**src/rtl/bus_pkg.sv**
```systemverilog
// Shared types and defaults for the two-master system bus arbiter.
package bus_pkg;

    typedef enum logic [1:0] {
        IDLE   = 2'd0,
        OWN_M0 = 2'd1,
        OWN_M1 = 2'd2
    } arb_state_t;

    typedef logic master_id_t;

    localparam int MAX_HOLD_DEFAULT = 8;

endpackage

```
**src/rtl/system_bus_arbiter.sv**
```systemverilog
// Arbitrates a core (m0) and a GEMM engine (m1) onto one registered system bus,
// with bounded hold fairness and a tag pipeline that routes read data back.
module system_bus_arbiter
    import bus_pkg::*;
#(
    parameter int ADDR_W   = 32,
    parameter int DATA_W   = 32,
    parameter int MAX_HOLD = MAX_HOLD_DEFAULT
) (
    input  logic                  clk,
    input  logic                  rst,

    input  logic                  m0_req,
    input  logic                  m0_rdwr,
    input  logic [ADDR_W-1:0]     m0_addr,
    input  logic [DATA_W-1:0]     m0_wdata,
    input  logic [DATA_W/8-1:0]   m0_mask,
    output logic                  m0_gnt,
    output logic                  m0_rvalid,
    output logic [DATA_W-1:0]     m0_rdata,

    input  logic                  m1_req,
    input  logic                  m1_rdwr,
    input  logic [ADDR_W-1:0]     m1_addr,
    input  logic [DATA_W-1:0]     m1_wdata,
    input  logic [DATA_W/8-1:0]   m1_mask,
    output logic                  m1_gnt,
    output logic                  m1_rvalid,
    output logic [DATA_W-1:0]     m1_rdata,

    output logic                  bus_en,
    output logic                  bus_rdwr,
    output logic [ADDR_W-1:0]     bus_addr,
    output logic [DATA_W-1:0]     bus_wdata,
    output logic [DATA_W/8-1:0]   bus_mask,
    input  logic [DATA_W-1:0]     bus_rdata
);

    localparam int                 MASK_W   = DATA_W / 8;
    localparam int                 HOLD_W   = $clog2(MAX_HOLD + 1);
    localparam logic [HOLD_W-1:0]  HOLD_MAX = HOLD_W'(MAX_HOLD);

    arb_state_t         state, state_nxt;
    logic [HOLD_W-1:0]  hold_cnt, hold_nxt;
    master_id_t         last_owner;

    logic               acc0, acc1, acc_any, acc_rd;
    master_id_t         acc_id;

    logic               rd_vld_p1, rd_vld_p2;
    master_id_t         rd_id_p1, rd_id_p2;

    assign acc0    = m0_req & m0_gnt;
    assign acc1    = m1_req & m1_gnt;
    assign acc_any = acc0 | acc1;
    assign acc_id  = acc1;
    assign acc_rd  = acc1 ? ~m1_rdwr : (acc0 & ~m0_rdwr);

    // Count includes the beat accepted this cycle so the owner gets exactly MAX_HOLD beats.
    always_comb begin
        hold_nxt = hold_cnt;
        if (acc_any && hold_cnt != HOLD_MAX)
            hold_nxt = hold_cnt + 1'b1;
    end

    always_comb begin
        state_nxt = state;
        case (state)
            IDLE: begin
                if (m0_req && m1_req)
                    state_nxt = (last_owner == 1'b0) ? OWN_M1 : OWN_M0;
                else if (m0_req)
                    state_nxt = OWN_M0;
                else if (m1_req)
                    state_nxt = OWN_M1;
            end
            OWN_M0: begin
                if (!m0_req)
                    state_nxt = m1_req ? OWN_M1 : IDLE;
                else if (m1_req && hold_nxt == HOLD_MAX)
                    state_nxt = OWN_M1;
            end
            OWN_M1: begin
                if (!m1_req)
                    state_nxt = m0_req ? OWN_M0 : IDLE;
                else if (m0_req && hold_nxt == HOLD_MAX)
                    state_nxt = OWN_M0;
            end
            default: state_nxt = IDLE;
        endcase
    end

    always_ff @(posedge clk or posedge rst) begin
        if (rst) begin
            state      <= IDLE;
            hold_cnt   <= '0;
            last_owner <= 1'b1;
            m0_gnt     <= 1'b0;
            m1_gnt     <= 1'b0;
        end else begin
            state    <= state_nxt;
            m0_gnt   <= (state_nxt == OWN_M0);
            m1_gnt   <= (state_nxt == OWN_M1);
            hold_cnt <= (state_nxt != state) ? '0 : hold_nxt;
            if (state_nxt == OWN_M0 && state != OWN_M0)
                last_owner <= 1'b0;
            else if (state_nxt == OWN_M1 && state != OWN_M1)
                last_owner <= 1'b1;
        end
    end

    // Stage p1: accepted beat registered onto the bus, read tag captured.
    always_ff @(posedge clk or posedge rst) begin
        if (rst) begin
            bus_en    <= 1'b0;
            bus_rdwr  <= 1'b0;
            bus_addr  <= '0;
            bus_wdata <= '0;
            bus_mask  <= '0;
            rd_vld_p1 <= 1'b0;
            rd_id_p1  <= 1'b0;
        end else begin
            bus_en    <= acc_any;
            rd_vld_p1 <= acc_rd;
            rd_id_p1  <= acc_id;
            if (acc_any) begin
                bus_rdwr  <= acc1 ? m1_rdwr  : m0_rdwr;
                bus_addr  <= acc1 ? m1_addr  : m0_addr;
                bus_wdata <= acc1 ? m1_wdata : m0_wdata;
                bus_mask  <= acc1 ? m1_mask  : m0_mask;
            end
        end
    end

    // Stage p2: tag aligned with slave read data.
    always_ff @(posedge clk or posedge rst) begin
        if (rst) begin
            rd_vld_p2 <= 1'b0;
            rd_id_p2  <= 1'b0;
        end else begin
            rd_vld_p2 <= rd_vld_p1;
            rd_id_p2  <= rd_id_p1;
        end
    end

    assign m0_rvalid = rd_vld_p2 & (rd_id_p2 == 1'b0);
    assign m1_rvalid = rd_vld_p2 & (rd_id_p2 == 1'b1);
    assign m0_rdata  = m0_rvalid ? bus_rdata : {DATA_W{1'b0}};
    assign m1_rdata  = m1_rvalid ? bus_rdata : {DATA_W{1'b0}};

    logic unused_mask_w;
    assign unused_mask_w = (MASK_W == 0);

endmodule
```
**config.mk**
```make
export PLATFORM = sky130hd
export DESIGN_NAME = system_bus_arbiter
export DESIGN_NICKNAME = d
export VERILOG_FILES = /design/src/rtl/bus_pkg.sv /design/src/rtl/system_bus_arbiter.sv
export SDC_FILE = /design/constraint.sdc
export NUM_CORES = 1
export LEC_CHECK = 0
export BUFFER_PORTS_ARGS = -buffer_cell sky130_fd_sc_hd__buf_2
export CAP_MARGIN = 20
export CELL_PAD_IN_SITES_DETAIL_PLACEMENT = 1
export CELL_PAD_IN_SITES_GLOBAL_PLACEMENT = 2
export CORE_MARGIN = 2
export CORE_UTILIZATION = 20
export DETAILED_ROUTE_END_ITERATION = 10
export GPL_TIMING_DRIVEN = 1
export PLACE_DENSITY = 0.86
export SYNTH_ARGS = -nofsm -noshare
export SYNTH_HDL_FRONTEND = slang
export SYNTH_SLANG_ARGS = --single-unit
```
**constraint.sdc**
```tcl
create_clock -name clk -period 2.2 [get_ports clk]
set_clock_uncertainty 0.15 [all_clocks]
set_input_delay 0.11 -clock clk [delete_from_list [all_inputs] [get_ports clk]]
set_output_delay 0.11 -clock clk [all_outputs]
set_load 0.01 [all_outputs]
```
; Word level (Yosys, flattened, before mapping)
; Cells that the tools add are included.
[totals]
reg_bits = 83
input_bits = 174
out_inout_bits = 138
elab_cells = 63
[op_classes]
add_sub_neg = 1
n_eq_ne = 9
mux = 22
bitwise_logic = 9
reduce_logical = 8
[op_table]
columns = op, count
row1 = 2-to-1 mux 32 bit, 4
row2 = 2-to-1 mux 2 bit, 9
row3 = 2-to-1 mux 4 bit, 3
row4 = logical AND 1 bit, 6
row5 = case mux 2 bit (3 select lines), 1
row6 = AND 1 bit, 5
row7 = 2-to-1 mux 1 bit, 5
row8 = "adder 4 x 1 -> 4 bit, second input constant", 1
row9 = "== test 2 x 1 -> 1 bit, second input constant", 2
row10 = "== test 2 bit, second input constant", 2
row11 = "== test 4 bit, second input constant", 1
row12 = "!= test 4 bit, second input constant", 1
row13 = NOT 1 bit, 3
row14 = zero test 2 bit, 1
row15 = "!= test 2 x 1 -> 1 bit, second input constant", 1
row16 = != test 2 bit, 1
row17 = "!= test 2 bit, second input constant", 1
row18 = nonzero test 2 bit, 1
row19 = bitwise OR 1 bit, 1

; Logic depth before layout (Yosys ltp)
; Gate-level depths: netlist of run 1.
[depth]
word_depth = 13
depth_mapped = 7
depth_no_buf = 7

; Worst setup path after synthesis of run 1
; Ideal clock, no wire load.
[synth_path]
path_kind = reg2reg
startpoint = reg hold_cnt[0]
endpoint = reg m0_gnt
setup_time_ns = 0.082
t_arrival_ns = 1.729
t_required_ns = 1.968
slack_ns = 0.239
stages_incl_launch_ff = 8
path_buffers = 0
synth_period_minus_slack_ns = 1.961
path_cell_list = dfrtp_1 > inv_1 > ha_1 > nor2b_1 > a21o_4 > o41ai_4 > o2111ai_1 > a31oi_1
[synth_between]
elab_chain_len = 9
elab_cells_between_ends = 13
cone_classes = add/sub: 1 / eq/ne: 3 / mux: 6 / reduce/logical: 3
[synth_lines]
columns = element, line
row1 = start: declaration, system_bus_arbiter.sv:44  ; logic [HOLD_W-1:0] hold_cnt, hold_nxt;
row2 = start signal: assignment, system_bus_arbiter.sv:104  ; hold_cnt <= (state_nxt != state) ? '0 : hold_nxt;
row3 = "parallel branches: the longest is 2 deep, another holds adder 4 x 1 -> 4 bit", --
row4 = 2-to-1 mux 4 bit (*), system_bus_arbiter.sv:62  ; if (acc_any && hold_cnt != HOLD_MAX)
row5 = == test 4 bit (*), "system_bus_arbiter.sv:80, system_bus_arbiter.sv:86"
row6 = "logical AND 1 bit, on equally long branches", "system_bus_arbiter.sv:86, system_bus_arbiter.sv:80"
row7 = "2-to-1 mux 2 bit, on equally long branches", "system_bus_arbiter.sv:86, system_bus_arbiter.sv:80"
row8 = "2-to-1 mux 2 bit, on equally long branches", "system_bus_arbiter.sv:84, system_bus_arbiter.sv:78"
row9 = case mux 2 bit (3 select lines) (*), system_bus_arbiter.sv:68  ; case (state)
row10 = == test 2 x 1 -> 1 bit (*), system_bus_arbiter.sv:102  ; m0_gnt <= (state_nxt == OWN_M0);
row11 = end signal: assignment, system_bus_arbiter.sv:102
row12 = end: declaration, system_bus_arbiter.sv:18  ; output logic m0_gnt,
; Mark *: on every way between the ends.
; A chain may end at the register's enable or synchronous reset.

; Worst setup path in the final report of run 1
[layout_path]
startpoint = reg hold_cnt[1]
endpoint = reg last_owner
[layout_between]
elab_chain_len = 11
elab_cells_between_ends = 18
cone_classes = add/sub: 1 / eq/ne: 4 / mux: 7 / reduce/logical: 6
[layout_lines]
columns = element, line
row1 = "parallel branches: the longest is 2 deep, another holds adder 4 x 1 -> 4 bit", --
row2 = 2-to-1 mux 4 bit (*), system_bus_arbiter.sv:62
row3 = == test 4 bit (*), "system_bus_arbiter.sv:80, system_bus_arbiter.sv:86"
row4 = "logical AND 1 bit, on equally long branches", "system_bus_arbiter.sv:86, system_bus_arbiter.sv:80"
row5 = "2-to-1 mux 2 bit, on equally long branches", "system_bus_arbiter.sv:86, system_bus_arbiter.sv:80"
row6 = "2-to-1 mux 2 bit, on equally long branches", "system_bus_arbiter.sv:84, system_bus_arbiter.sv:78"
row7 = case mux 2 bit (3 select lines) (*), system_bus_arbiter.sv:68
row8 = == test 2 x 1 -> 1 bit / == test 2 bit (equally long branches), "system_bus_arbiter.sv:105, system_bus_arbiter.sv:107"
row9 = "logical AND 1 bit, on equally long branches", "system_bus_arbiter.sv:105, system_bus_arbiter.sv:107"
row10 = 2-to-1 mux 1 bit / nonzero test 2 bit (equally long branches), --
row11 = end signal: assignment, system_bus_arbiter.sv:97  ; last_owner <= 1'b1;
row12 = end signal: assignment, system_bus_arbiter.sv:106  ; last_owner <= 1'b0;
row13 = end signal: assignment, system_bus_arbiter.sv:108  ; last_owner <= 1'b1;
row14 = end: declaration, system_bus_arbiter.sv:45  ; master_id_t last_owner;
; Marked as above.

==> qor.yml, run 1 <==
outcome:
  run_status: "completed"
place:
  post-dp-hpwl_um: 12760
  quantity_of_i_o_buffers_inserted_on_ports: 311
  placedInstanceArea_um2: 6202
  placedCellCount: 1008
  globalplace.congestion: 0.7543
die:
  fp-row-count: 53
  die-height_um: 150.9
  coreArea_um2: 21090
  initial_utilization_pct: 20.48
  io_pins: 312
  floorplan.die_area_um2: 22780
  floorplan.die.width_um: 150.9
critical_path:
  worstPathMaxFanout: 6
  setup.worst_path.start_class: "flop"
  crit_path_cell_trace: "inv_2, ha_4, nor2b_4, a21o_4, o41ai_4, buf_4, a41oi_1, o21ai_0"
  worst_ep_arrival_time_ns: 2.25
  worst_path_max_delay_cell: "sky130_fd_sc_hd__o41ai_4"
  cp_data_required_time_ns: 2.31
  timing_worst_setup_path_type: "flop to flop"
  timing.critical_path.to_type: "flop"
  critical_path.max_stage_delay_ns: 0.52
  ff2ff_setup_slack_ns: 0.07
global_routing:
  grt-ovfl-total: 0
  grt_max_degree: 66
  gr-usage-all-layers_pct: 16.36
  grt_first_pass_wirelength_um: 28970
  vias_in_the_first_global_route: 5565
  antenna_violations_before_repair: 1
synth:
  post_synth_fa_ha_maj_area_fraction_pct: 0.5795
  netlist_top_cells_count: "sky130_fd_sc_hd__dfrtp_1, sky130_fd_sc_hd__nand2_1, sky130_fd_sc_hd__o21ai_0"
  synth-edff-count: 0
  netlist.top_cell.by_area: "sky130_fd_sc_hd__dfrtp_1"
  synthesized_area_fraction_occupied_by_and_or_nand_nor_cells_pct: 18.55
  post-synth-top-area-fraction_pct: 47.52
  total_standard_cell_area_after_synthesis_um2: 4318
  ys_ff_latch: 83
  netlist-cell-type-count: 34
  syn_inst: 446
  synth_ff_type: "sky130_fd_sc_hd__dfrtp_1"
  postSynth.asyncResetShare_pct: 100.0
  dominant_combinational_cell_family_by_area_after_synthesis: "simple AND/OR/NAND/NOR gates"
  synth.top_cells.by_area: "sky130_fd_sc_hd__dfrtp_1, sky130_fd_sc_hd__mux2i_1, sky130_fd_sc_hd__o21ai_0"
  synth.mux.area_fraction_pct: 16.23
  syn_nets: 622
  synth-warning-count: 0
  synthXorXnorAreaFrac_pct: 0.8114
  synth_compound_gate_area_share_pct: 11.68
  yosysMostFrequentCell: "sky130_fd_sc_hd__dfrtp_1"
  synthesis.area_per_instance_um2: 9.681
  synth_sequential_area_ratio_pct: 48.13
power_and_ir_drop:
  pwr_density_cell_nw_per_um2: 826.1
  ir_drop_mv: 0.3068
  total_leakage_power_nw: 4.475
  post-layout-total-power_w: 0.006670
cells_and_area:
  area_occupied_by_multi_input_gates_um2: 2123
  final_nets: 1072
  filler_cell_count: 2520
  final-instance-count-excl-fill: 1177
  design_area_um2: 8074
  area_growth_pct: 86.99
  drive_gt1_share_pct: 39.84
  seq_area_um2: 2078
clock_tree:
  cts.path.max_buffers: 2
  cts_tree: "built"
  worstSkewPairLatency_ns: 0.34
  cts_num_sinks: 83
  cts-htree-levels: 3
  cts_clock_pin_slew_for_the_worst_setup_and_hold_paths_ns: 0.06
  ctsRootBufferMaster: "sky130_fd_sc_hd__clkbuf_16"
  number_of_buffers_created_by_cts: 9
sta:
  worst_slew_pin_slew_ns: 0.4887
  max_slew_violation_count: 0
  finalHoldViolations: 0
  setup_tns_ns: 0
  setup_viol_count_final: 0
  max_freq_mhz: 468.7
  ratio_of_final_minimum_period_to_clock_period_pct: 96.98
  post-route-min-period_ns: 2.134
  grt_setup_unrepaired: "true"
  slew_headroom_pct: 67.35
route:
  via_count: 5159
  drc: 0
  drt-vias-per-instance: 4.383
  final_antenna_net_count: 0
  first_iter_violations: 111
  detail_route.wl_per_cell_um: 17.17
  initial_drt_pass_iterations: 6
  routed_wl_um: 20210
run:
  cap_violations: 0
hold_path:
  hp-class: "input pin to flop"
flip-flops by register name, indices dropped and copies added, names as in the netlist:
| signal | flops |
|---|---|
| rd_id_p2 | 1 |
| rd_vld_p2 | 1 |
| m0_gnt | 1 |
| m1_gnt | 1 |
| hold_cnt | 4 |
| bus_addr | 32 |
| bus_mask | 4 |
| rd_id_p1 | 1 |
| bus_en | 1 |
| bus_wdata | 32 |
| last_owner | 1 |
| rd_vld_p1 | 1 |
| bus_rdwr | 1 |
| state | 2 |
layout by cell type (no fill, tap or decap), types with 8 or more instances in the layout:
cell type | synthesis | layout
sky130_fd_sc_hd__and2_1 | 35 | 34
sky130_fd_sc_hd__and3_1 | 32 | 32
sky130_fd_sc_hd__buf_2 | 10 | 311
sky130_fd_sc_hd__buf_4 | 2 | 15
sky130_fd_sc_hd__clkbuf_16 | 0 | 10
sky130_fd_sc_hd__dfrtp_1 | 82 | 82
sky130_fd_sc_hd__dlygate4sd3_1 | 0 | 141
sky130_fd_sc_hd__mux2i_1 | 70 | 69
sky130_fd_sc_hd__nand2_1 | 76 | 75
sky130_fd_sc_hd__nor2_1 | 8 | 8
sky130_fd_sc_hd__o21ai_0 | 71 | 71
worst max-delay path: cells and delay by family (launching register included):
| kind | cells | cell delay (ns) |
|---|---|---|
| AO/OA/AOI/OAI | 4 | 0.94 |
| adder cells (fa/ha/maj) | 1 | 0.16 |
| buffers and inverters | 2 | 0.27 |
| flip-flops | 1 | 0.40 |
| AND/OR/NAND/NOR | 1 | 0.13 |
report_power, final:
| part | internal [W] | switching [W] | total, W | leakage (nW) |
|---|---|---|---|---|
| clock network | 0.000993 | 0.000638 | 0.00163 | 0.150 |
| registers | 0.00204 | 0.000326 | 0.00236 | 1.02 |
| logic | 0.00135 | 0.00133 | 0.00268 | 3.31 |
what timing repair did:
action | in CTS | in global routing
endpoints found under the setup margin | 0 | 30
endpoints found under the hold margin | 91 | 0
gates resized for setup | 0 | 10
setup buffers | 0 | 9
hold buffers | 141 | 0
per-layer routing:
metal / share of wire [%] / track usage [%] / wire length, µm / vias up
li1: - / - / - / 2430
met1: 36 / 16.30 / 7320 / 2476
met2: 53 / 31.70 / 10770 / 218
met3: 8.1 / 5.663 / 1633 / 35
met4: 2.4 / 4.953 / 488 / 0
met5: 0 / 0 / 0 / -
final timing paths:
kind	startpoint	to	cells past startpoint
max	hold_cnt[1]	last_owner	8
min	m0_req	hold_cnt[3]	2
max reg2reg	hold_cnt[1]	last_owner	8
min reg2reg	rd_id_p1	rd_id_p2	0
max in group asynchronous	rst	last_owner	4
min in group asynchronous	rst	bus_wdata[29]	3
cell type report:
cell class	instances	share of cell area, %
multi-input cells	325	26.30
diodes	1	0.03099
clock inverters	5	0.9608
inverters	5	0.2789
repair buffers	472	39.55
clock buffers	11	2.882
well taps	275	4.262
flip-flops and latches	83	25.74
metrics by stage:
stage               setup WS [ns]  utilization [%]  hold slack, ns
floorplan                  0.2387                -         0.07684
detailed placement        0.06713            29.41         0.01193
CTS                       0.02010            37.58        0.004524
global placement           0.1500            29.41        0.008612
global route             -0.06465            38.29         0.06444
finish                    0.06638            38.29         0.07298
logic make-up (layout without fill, tap and decap cells):
| logic type | after synthesis | count (layout) |
|---|---|---|
| AO/OA/AOI/OAI | 86 | 86 |
| XOR/XNOR | 4 | 4 |
| AND/OR/NAND/NOR | 162 | 163 |
| other | 0 | 1 |
| flip-flops | 83 | 83 |
| multiplexers | 70 | 70 |
| buffers and inverters | 39 | 493 |
| adder cells (fa/ha/maj) | 2 | 2 |
No activity file was read; power rests on OpenSTA's default activity.
==> run 2, diff against run 1 <==
- CELL_PAD_IN_SITES_DETAIL_PLACEMENT: 1 -> 2
==> run 2 against run 1 <==
- critical path depth down 1
- largest cell class unchanged
- sequential share of layout area is 0.25 points higher
- setup slack worse by 0.040 ns
- register-to-register slack got worse by 0.04 ns
- sequential power grew 2%
- combinational power hardly changed
- clock-buffer cell count unchanged
- via count rose by 3.0%
- utilization is 0.36 points lower
- die area stayed put
- final area is 0.95% lower
- wire length is 22% higher
==> qor.yml, run 2 (synthesis gave the netlist of run 1 again) <==
sta:
  fin_worst_hold_slack_ns: 0.003330  # -0.06965 ns
  ratio_of_final_minimum_period_to_clock_period_pct: 98.81  # +1.8 points
  max_slew_violation_count: 0  # unchanged
  slew_headroom_pct: 65.68  # -1.7 points
  finalHoldViolations: 0  # unchanged
  worst_slew_pin_slew_ns: 0.5137  # +0.02500 ns
  setup_ws_ns: 0.02627  # -0.04012 ns
  post-route-min-period_ns: 2.174  # +0.04012 ns
  setup_tns_ns: 0  # unchanged
  setup_viol_count_final: 0  # unchanged
  max_freq_mhz: 460.0  # -1.8%
place:
  globalplace.congestion: 0.7543  # unchanged
  dp_worst_setup_slack_ns: 0.04519  # -0.02194 ns
  quantity_of_i_o_buffers_inserted_on_ports: 311  # unchanged
  post-dp-hpwl_um: 14350  # +12%
die:
  io_pins: 312  # unchanged
  die-height_um: 150.9  # unchanged
  floorplan.die.width_um: 150.9  # unchanged
  initial_utilization_pct: 20.48  # unchanged
  coreArea_um2: 21090  # unchanged
  floorplan.die_area_um2: 22780  # unchanged
  fp-row-count: 53  # unchanged
run:
  cap_violations: 0  # unchanged
clock_tree:
  cts-htree-levels: 3  # unchanged
  cts_clock_pin_slew_for_the_worst_setup_and_hold_paths_ns: 0.06  # about the same
  number_of_buffers_created_by_cts: 9  # unchanged
  cts.path.max_buffers: 2  # unchanged
  cts_num_sinks: 83  # unchanged
  worstSkewPairLatency_ns: 0.34  # about the same
  ctsRootBufferMaster: "sky130_fd_sc_hd__clkbuf_16"
  cts_tree: "built"
global_routing:
  grt_max_degree: 66  # unchanged
  gr-usage-all-layers_pct: 20.86  # +4.5 points
  vias_in_the_first_global_route: 6246  # +12%
  grt-ovfl-total: 0  # unchanged
  grt_first_pass_wirelength_um: 35800  # +24%
  antenna_violations_before_repair: 5  # +4
critical_path:
  worstRegToRegCells: 7  # -1
  capturing_point_of_the_worst_reg2reg_path: "state[1]"
  timing.critical_path.to_type: "flop"
  worst_ep_arrival_time_ns: 2.24  # about the same
  startpoint: "hold_cnt[1]"
  setup.worst_path.start_class: "flop"
  ff2ff_setup_slack_ns: 0.03  # -0.04 ns
  worstPathMaxFanout: 6  # unchanged
  launch_instance_of_the_worst_register_to_register_path: "hold_cnt[1]"
  timing_endpoint_of_the_critical_path: "state[1]"
  cp_data_required_time_ns: 2.26  # -0.05 ns
  timing_worst_setup_path_type: "flop to flop"
cells_and_area:
  filler_cell_count: 2380  # -5.6%
  final_common_cell: "sky130_fd_sc_hd__buf_2"
  area_growth_pct: 85.22
  top_regs: "bus_addr (32), bus_wdata (32)"
  drive_gt1_share_pct: 39.55  # -0.29 points
  final_cell_mix: "sky130_fd_sc_hd__buf_2, sky130_fd_sc_hd__dlygate4sd3_1, sky130_fd_sc_hd__dfrtp_1"
  final_nets: 1066  # -0.56%
route:
  via_count: 5312  # +3.0%
  detail_route.wl_per_cell_um: 20.93  # +22%
  final_antenna_net_count: 0  # unchanged
  first_iter_violations: 135  # +22%
  drc: 0  # unchanged
  initial_drt_pass_iterations: 4  # -2
  drt-vias-per-instance: 4.521  # +3.1%
  routed_wl_um: 24590  # +22%
power_and_ir_drop:
  total_leakage_power_nw: 4.429  # -1.0%
  pwr_density_cell_nw_per_um2: 848.2  # +2.7%
  ir_drop_mv: 0.4117  # +34%
hold_path:
  hp-class: "input pin to flop"
outcome:
  run_status: "completed"
run 2: final cells by class:
type	instances	area, µm²	area share (%)
Timing Repair Buffer	466	3120	39.02
Clock inverter	5	78.83	0.9856
Sequential cell	83	2078	25.99
Antenna cell	5	12.51	0.1564
Tap cell	275	344.1	4.302
Multi-Input combinational cell	325	2108	26.36
Clock buffer	11	232.7	2.910
Inverter	5	22.52	0.2816
run 2: worst min-delay path by stage:
stage | from | to | cells after the start
after global routing | m1_rdwr | bus_rdwr | 4
after floorplan | m1_addr[0] | bus_addr[0] | 2
after CTS | m0_req | hold_cnt[3] | 2
after detailed placement | rst | bus_addr[3] | 2
after global placement | rst | bus_addr[3] | 2
final | m1_rdwr | bus_rdwr | 4
run 2: stage by stage:
| step | instances | cell area (µm²) | utilization, % | power [W] |
|---|---|---|---|---|
| floorplan | 446 | 4322 | - | 0.003428 |
| global placement | 1008 | 6202 | 29.41 | 0.004405 |
| detailed placement | 1008 | 6202 | 29.41 | 0.004548 |
| CTS | 1164 | 7915 | 37.53 | 0.006654 |
| global route | 1175 | 7998 | 37.93 | 0.007216 |
| finish | 1175 | 7998 | 37.93 | 0.006784 |
run 2: report_power, final:
part	switching [W]	total (W)	internal, W	leakage, nW
combinational	0.00142	0.00271	0.00129	3.26
sequential	0.000371	0.00241	0.00204	1.02
clock	0.000665	0.00166	0.000996	0.154
run 2: what timing repair did:
action / CTS / global route
hold buffers: 140 / 0
endpoints found under the hold margin: 91 / 0
gates resized for setup: 0 / 7
buffers inserted: 0 / 5
endpoints found under the setup margin: 0 / 32
run 2: worst max-delay path: stages (launching register included):
cell and delay, ns:
sky130_fd_sc_hd__dfrtp_1 0.39, sky130_fd_sc_hd__inv_2 0.06, sky130_fd_sc_hd__ha_2 0.17, sky130_fd_sc_hd__nor2b_2 0.16
sky130_fd_sc_hd__a21o_4 0.23, sky130_fd_sc_hd__o41ai_4 0.51, sky130_fd_sc_hd__and4_1 0.30, sky130_fd_sc_hd__nor3_1 0.08
run 2: metal layers:
layer / vias up / share of wire (%) / GRT usage [%]
li1: 2426 / - / -
met1: 2588 / 34 / 19.83
met2: 237 / 56 / 41.52
met3: 61 / 6.7 / 5.452
met4: 0 / 3.7 / 9.112
met5: - / 0 / 0
